$ cat src/rtl/vram_ahb_arbiter.sv
`default_nettype none
// ============================================================================
// Module      : vram_ahb_arbiter
// Description : Single-port video-RAM arbiter. It is an AHB-Lite slave on the
//               CPU side and serves a VGA scan-out pixel fetcher on the video
//               side. Both share one synchronous single-port RAM (one-cycle
//               read latency). Video fetches always take the port when they
//               request it. CPU transfers wait in the WR/RD states with
//               HREADYOUT low until the port is free.
// Build macro : VRAM_ARB_STARVE_EN
//               When defined, a starvation guard lets the CPU through on the
//               next contended cycle once it has lost MAX_WAIT cycles to video
//               while waiting. When undefined, video has strict priority.
// Parameters  : ADDR_W    VRAM word-address width (depth 2^ADDR_W x 32)
//               MAX_WAIT  CPU cycles lost to video before the CPU is forced
// Ports       : HCLK, SI_Reset (async, active-high)
//               AHB-Lite slave : HSEL, HADDR, HTRANS, HWRITE, HSIZE, HWDATA,
//                                HREADY -> HREADYOUT, HRDATA, HRESP
//               Video fetcher  : vid_req, vid_addr -> vid_gnt, vid_rvalid,
//                                vid_rdata
//               RAM port       : ram_en, ram_we, ram_addr, ram_wdata <- ram_rdata
// Revision    : 1.0  initial release
// ============================================================================
module vram_ahb_arbiter #(
  parameter int ADDR_W   = 13,
  parameter int MAX_WAIT = 4
) (
  input  logic              HCLK,
  input  logic              SI_Reset,
  // AHB-Lite slave
  input  logic              HSEL,
  input  logic [31:0]       HADDR,
  input  logic [1:0]        HTRANS,
  input  logic              HWRITE,
  input  logic [2:0]        HSIZE,
  input  logic [31:0]       HWDATA,
  input  logic              HREADY,
  output logic              HREADYOUT,
  output logic [31:0]       HRDATA,
  output logic              HRESP,
  // Video fetcher
  input  logic              vid_req,
  input  logic [ADDR_W-1:0] vid_addr,
  output logic              vid_gnt,
  output logic              vid_rvalid,
  output logic [31:0]       vid_rdata,
  // Single-port RAM
  output logic              ram_en,
  output logic [3:0]        ram_we,
  output logic [ADDR_W-1:0] ram_addr,
  output logic [31:0]       ram_wdata,
  input  logic [31:0]       ram_rdata
);

  typedef enum logic [2:0] {
    S_IDLE  = 3'd0,
    S_WR    = 3'd1,
    S_RD    = 3'd2,
    S_RDATA = 3'd3,
    S_DONE  = 3'd4
  } state_t;

  state_t            r_state;
  state_t            w_state_nxt;

  // Captured address-phase information
  logic [ADDR_W-1:0] r_addr;
  logic              r_write;
  logic [2:0]        r_size;
  logic [1:0]        r_lane;

  logic [31:0]       r_hrdata;
  logic              r_vid_rvalid;

  logic              w_accept;
  logic              w_capture;
  logic              w_cpu_pending;
  logic              w_vid_win;
  logic              w_cpu_issue;
  logic [3:0]        w_byte_en;
  logic              w_unused_bits;

  // A new address phase is only accepted when no transfer is outstanding,
  // i.e. in the two states that drive HREADYOUT high.
  assign w_accept      = (r_state == S_IDLE) || (r_state == S_DONE);
  assign w_capture     = w_accept && HSEL && HTRANS[1] && HREADY;
  assign w_cpu_pending = (r_state == S_WR) || (r_state == S_RD);

  // --------------------------------------------------------------------------
  // Port arbitration
  // --------------------------------------------------------------------------
`ifdef VRAM_ARB_STARVE_EN
  // Extra bit of headroom keeps the width non-zero for MAX_WAIT = 0.
  localparam int c_CNT_W = $clog2(MAX_WAIT + 2);

  logic [c_CNT_W-1:0] r_starve_cnt;
  logic               w_force_cpu;

  // Once the pending CPU access has lost MAX_WAIT cycles, video is held off
  // for exactly one cycle so the CPU can go through.
  assign w_force_cpu = w_cpu_pending && (r_starve_cnt >= c_CNT_W'(MAX_WAIT));
  assign w_vid_win   = vid_req && !w_force_cpu && !SI_Reset;

  always_ff @(posedge HCLK or posedge SI_Reset) begin
    if (SI_Reset) begin
      r_starve_cnt <= '0;
    end else if (w_cpu_issue) begin
      r_starve_cnt <= '0;
    end else if (w_cpu_pending && w_vid_win &&
                 (r_starve_cnt < c_CNT_W'(MAX_WAIT))) begin
      r_starve_cnt <= r_starve_cnt + c_CNT_W'(1);
    end
  end
`else
  // Strict video priority: the CPU waits for as long as vid_req is held.
  assign w_vid_win = vid_req && !SI_Reset;
`endif

  // The CPU gets the port only in cycles video does not use it. The reset
  // term keeps the RAM strobe quiet for the whole time reset is asserted.
  assign w_cpu_issue = w_cpu_pending && !w_vid_win && !SI_Reset;

  // --------------------------------------------------------------------------
  // Transfer FSM
  // --------------------------------------------------------------------------
  always_ff @(posedge HCLK or posedge SI_Reset) begin
    if (SI_Reset) begin
      r_state <= S_IDLE;
    end else begin
      r_state <= w_state_nxt;
    end
  end

  always_comb begin
    w_state_nxt = r_state;
    case (r_state)
      S_IDLE, S_DONE: begin
        if (w_capture) begin
          w_state_nxt = HWRITE ? S_WR : S_RD;
        end else begin
          w_state_nxt = S_IDLE;
        end
      end
      S_WR: begin
        if (w_cpu_issue) begin
          w_state_nxt = S_DONE;
        end
      end
      S_RD: begin
        if (w_cpu_issue) begin
          w_state_nxt = S_RDATA;
        end
      end
      S_RDATA: begin
        w_state_nxt = S_DONE;
      end
      default: begin
        w_state_nxt = S_IDLE;
      end
    endcase
  end

  // --------------------------------------------------------------------------
  // Address-phase capture
  // --------------------------------------------------------------------------
  always_ff @(posedge HCLK or posedge SI_Reset) begin
    if (SI_Reset) begin
      r_addr  <= '0;
      r_write <= 1'b0;
      r_size  <= 3'd0;
      r_lane  <= 2'd0;
    end else if (w_capture) begin
      r_addr  <= HADDR[ADDR_W+1:2];
      r_write <= HWRITE;
      r_size  <= HSIZE;
      r_lane  <= HADDR[1:0];
    end
  end

  // Read data is taken from the RAM in its output cycle and held until the
  // next read completes, so it stays stable throughout DONE.
  always_ff @(posedge HCLK or posedge SI_Reset) begin
    if (SI_Reset) begin
      r_hrdata <= 32'd0;
    end else if (r_state == S_RDATA) begin
      r_hrdata <= ram_rdata;
    end
  end

  always_ff @(posedge HCLK or posedge SI_Reset) begin
    if (SI_Reset) begin
      r_vid_rvalid <= 1'b0;
    end else begin
      r_vid_rvalid <= w_vid_win;
    end
  end

  // --------------------------------------------------------------------------
  // Little-endian byte lanes. Sizes above a word are treated as a word.
  // --------------------------------------------------------------------------
  always_comb begin
    w_byte_en = 4'b1111;
    case (r_size)
      3'd0:    w_byte_en = 4'b0001 << r_lane;
      3'd1:    w_byte_en = r_lane[1] ? 4'b1100 : 4'b0011;
      default: w_byte_en = 4'b1111;
    endcase
  end

  // --------------------------------------------------------------------------
  // Outputs
  // --------------------------------------------------------------------------
  assign ram_en    = w_vid_win || w_cpu_issue;
  assign ram_addr  = w_vid_win ? vid_addr : r_addr;
  assign ram_we    = (w_cpu_issue && r_write) ? w_byte_en : 4'b0000;
  // HWDATA stays valid while the data phase is stretched, so it can be
  // passed straight to the RAM in whatever cycle the write finally issues.
  assign ram_wdata = HWDATA;

  assign HREADYOUT  = w_accept;
  assign HRDATA     = r_hrdata;
  assign HRESP      = 1'b0;

  assign vid_gnt    = w_vid_win;
  assign vid_rvalid = r_vid_rvalid;
  assign vid_rdata  = ram_rdata;

  // Address bits above the VRAM window, HTRANS[0] (SEQ vs NONSEQ) and the
  // guard depth in a build without the guard carry no meaning here.
  assign w_unused_bits = ^{HADDR[31:ADDR_W+2], HTRANS[0], (MAX_WAIT > 0)};

endmodule
`default_nettype wire

$ cat config.mk
export PLATFORM = sky130hd
export DESIGN_NAME = vram_ahb_arbiter
export DESIGN_NICKNAME = d
export VERILOG_FILES = /design/src/rtl/vram_ahb_arbiter.sv
export SDC_FILE = /design/constraint.sdc
export NUM_CORES = 1
export LEC_CHECK = 0
export ABC_AREA = 1
export CAP_MARGIN = 20
export CELL_PAD_IN_SITES_DETAIL_PLACEMENT = 1
export CELL_PAD_IN_SITES_GLOBAL_PLACEMENT = 2
export CORE_MARGIN = 4
export CORE_UTILIZATION = 19
export DETAILED_ROUTE_END_ITERATION = 10
export HOLD_SLACK_MARGIN = 0.12
export PLACE_DENSITY = 0.95
export SETUP_SLACK_MARGIN = 0.3
export SYNTH_ARGS = -nofsm -noshare
export SYNTH_HDL_FRONTEND = slang
export SYNTH_SLANG_ARGS = --single-unit
export TNS_END_PERCENT = 100
$ cat constraint.sdc
create_clock -name HCLK -period 5.1 [get_ports HCLK]
set_clock_uncertainty 0.15 [all_clocks]
set_input_delay 1.275 -clock HCLK [delete_from_list [all_inputs] [get_ports HCLK]]
set_output_delay 1.275 -clock HCLK [all_outputs]
set_load 0.02 [all_outputs]
==> results.toml, run 1 <==
[cells_and_area]
final_common_cell = "clkdlybuf4s50_1"
fin_area_sq_um = 4590
final_cell_mix = "clkdlybuf4s50_1, nand2_1, dfrtp_1, inv_1, o21ai_2"
final_core_util_pct = 27.8
fill_cells = 1960
drive_gt1_share_pct = 19.9
area_growth_pct = 44.2
instances_no_fill = 673
nets = 572
antenna_cells = 0

[outcome]
status = "finished, final reports clean"

[routing]
antenna_left = 0
vias = 2559
first_pass_iters = 4
drt_wl_total_um = 8930
vias_per_cell = 3.80
drt_iter0_drc = 38
drcViolationCount = 0
routedWlPerCell_um = 13.3

[synthesis]
ys_seq_elements = 55
synth_compound_area_share_pct = 10.5
synth_mux_area_share_pct = 0
synthAdderAreaFrac_pct = 0
synthSimpleGateAreaFrac_pct = 22.4
synth_seq_area_share_pct = 43.3
mappedNetlistArea_sq_um = 3180
yosys.cell_types.count = 20
synthXorXnorAreaFrac_pct = 0
synth_cells = 365
yosys_warnings = 0
syn_avg_cell_area_sq_um = 8.71
synth_top_family_by_area = "buffers and inverters"
syn_nets = 485

[cts]
cts_buffers = 5
cts.sinks = 55
clk_pin_slew_ns = 0.08
cts_tree = "built"
cts.repair.resized = 0
insertion_delay_ns = 0.30
cts.path.max_buffers = 2
htreeDepth = 2
hold_buffers = 0
root_buffer = "clkbuf_16"
post_cts_buffers = 0

[placement]
gp_congestion = 0.735
dp_slack_ns = 0.720
place_area_sq_um = 4430
dp_hpwl_um = 7090
port_buffers = 154
dp_cells = 665

[worst_hold_path]
hold_path_class = "reg2reg"
holdPathStages = 2
min-delay-start = "r_addr[12]"
hold_path_end = "r_addr[12]"

[sta]
timing.fmax_mhz = 229
finalCritPeriodShare_pct = 85.5
rsz0062_at_grt = "no"
finalHoldViolCount = 0
setup_viol = 0
hold_ws_ns = 0.321
period_needed_ns = 4.36
worstMarginPinSlew_ns = 0.639
slew_headroom_pct = 57.4
fin_tns_setup_ns = 0
slew_viol_final = 0
timing.final.ws_setup_ns = 0.737

[critical_path]
crit_buf_inv = 3
reg2reg_slack_ns = 3.19
cp_data_arrival_time_ns = 2.94
cp-start-kind = "input pin"
cp_max_fo = 15
cpLargestDelayFamily = "buffers and inverters"
critPathLaunch = "SI_Reset"
r2r-end = "r_lane[1]"
ff2ff_path_depth = 4
cp_cell_sequence = "clkdlybuf4s50_1, nor2_2, buf_4, nand2_1, nand2_1, clkdlybuf4s50_1"
setup.worst_path.class = "in2out"
critPathCaptureType = "output pin"
worstPathRequired_ns = 3.67
timing.rr.start = "r_state[1]"
crit_slowest_cell = "clkdlybuf4s50_1"
cpPeakStageDelay_ns = 0.60

[die]
coreArea_sq_um = 16500
num_rows = 47
die_area_sq_um = 18900
initial_core_util_pct = 19.3
fp.dieH_um = 137
chipWidth_um = 137
boundaryPins = 238

[pwr]
clkPwrFrac_pct = 15.4
vdd_ir_drop_max_mv = 0.188
p_sw_uw = 931
p_seq_share_pct = 33.9
p_sw_share_pct = 39.9
p_leak_nw = 2.11
p_comb_share_pct = 50.6
p_int_mw = 1.40
fin_total_pwr_mw = 2.33
power_density_nw_per_um2 = 509

[global_routing]
grt_pass1_vias = 2882
antenna_found_initial = 0
track_usage_pct = 9.60
overflow = 0
grt_pass1_wl_um = 14200
grt_max_degree = 37

[run]
drv_cap = 0
registers in the layout, summed over array words and instances, names as in the netlist:
register and count:
HRDATA 32, r_addr 13, r_size 3, r_state 3, r_lane 2, r_write 1, vid_rvalid 1
power groups by stage:
stage                     clock network [mW]  logic [mW]  registers [mW]
after floorplan                            0       0.558           0.942
after global placement                     0        1.16           0.787
after detailed placement                   0        1.21           0.802
after CTS                              0.386        1.21           0.795
after global routing                   0.401        1.29           0.822
final                                  0.361        1.18           0.792
metal layers:
metal  global-route usage (%)  share of wire, %  routed length [um]  vias to the layer above
met4                     3.77               1.5                 138                        0
met5                        0                 0                   0                        -
li1                         -                 -                   -                     1220
met2                     17.0                52                4610                      107
met1                     10.2                38                3370                     1222
met3                     3.83               9.1                 813                       10
synth_stat cells:
library cell	number	share of area [%]
nand2_1	85	10
buf_4	67	16
dfrtp_1	55	43
inv_1	37	4.4
o21ai_2	33	9.1
nand2_2	30	5.9
nand3_1	18	2.8
nor2_1	8	0.94
buf_6	7	2.5
inv_2	5	0.59
a21oi_1	4	0.63
buf_2	3	0.47
a21oi_2	2	0.55
nand3_2	2	0.63
nor2_2	2	0.39
nor2_4	2	0.71
or2_2	2	0.39
a31oi_1	1	0.20
conb_1	1	0.12
nand3_4	1	0.55
logic make-up after synthesis:
kind of cell,count (synthesis)
compound gates,40
flops,55
simple gates,150
other cells,1
buf+inv,119
worst register-to-register path: cells and delay by family (launching register included):
kind / cells / cell delay [ns]
AND/OR/NAND/NOR: 3 / 1.12
flip-flops: 1 / 0.48
AO/OA/AOI/OAI: 1 / 0.04
layout make-up:
class / instances / area [sq um] / area share, %
clock buffers: 7 / 143 / 3.11
repair buffers: 157 / 1580 / 34.4
flip-flops and latches: 55 / 1380 / 30.0
well taps: 220 / 275 / 6.00
multi-input cells: 191 / 1050 / 22.9
inverters: 42 / 158 / 3.44
clock inverters: 1 / 8.76 / 0.191
how the worst max path moves through the flow:
stage              endpoint  cells after the start
2_1_floorplan  ram_addr[10]                      5
3_3_place_gp   ram_addr[10]                      6
3_5_place_dp    ram_addr[6]                      6
4_1_cts        ram_addr[10]                      6
5_1_grt        ram_addr[10]                      6
6_report        ram_addr[8]                      6
Power figures use the tool's default switching activity.
==> inputs of run 2 (changes only) <==
--- a/config.mk
+++ b/config.mk
@@ -15,6 +15,7 @@
 export HOLD_SLACK_MARGIN = 0.12
 export PLACE_DENSITY = 0.95
 export SETUP_SLACK_MARGIN = 0.3
+export SLEW_MARGIN = 20
 export SYNTH_ARGS = -nofsm -noshare
 export SYNTH_HDL_FRONTEND = slang
 export SYNTH_SLANG_ARGS = --single-unit
==> results of run 2 <==
No change in the layout: final DEF, timing and power equal those of run 1.
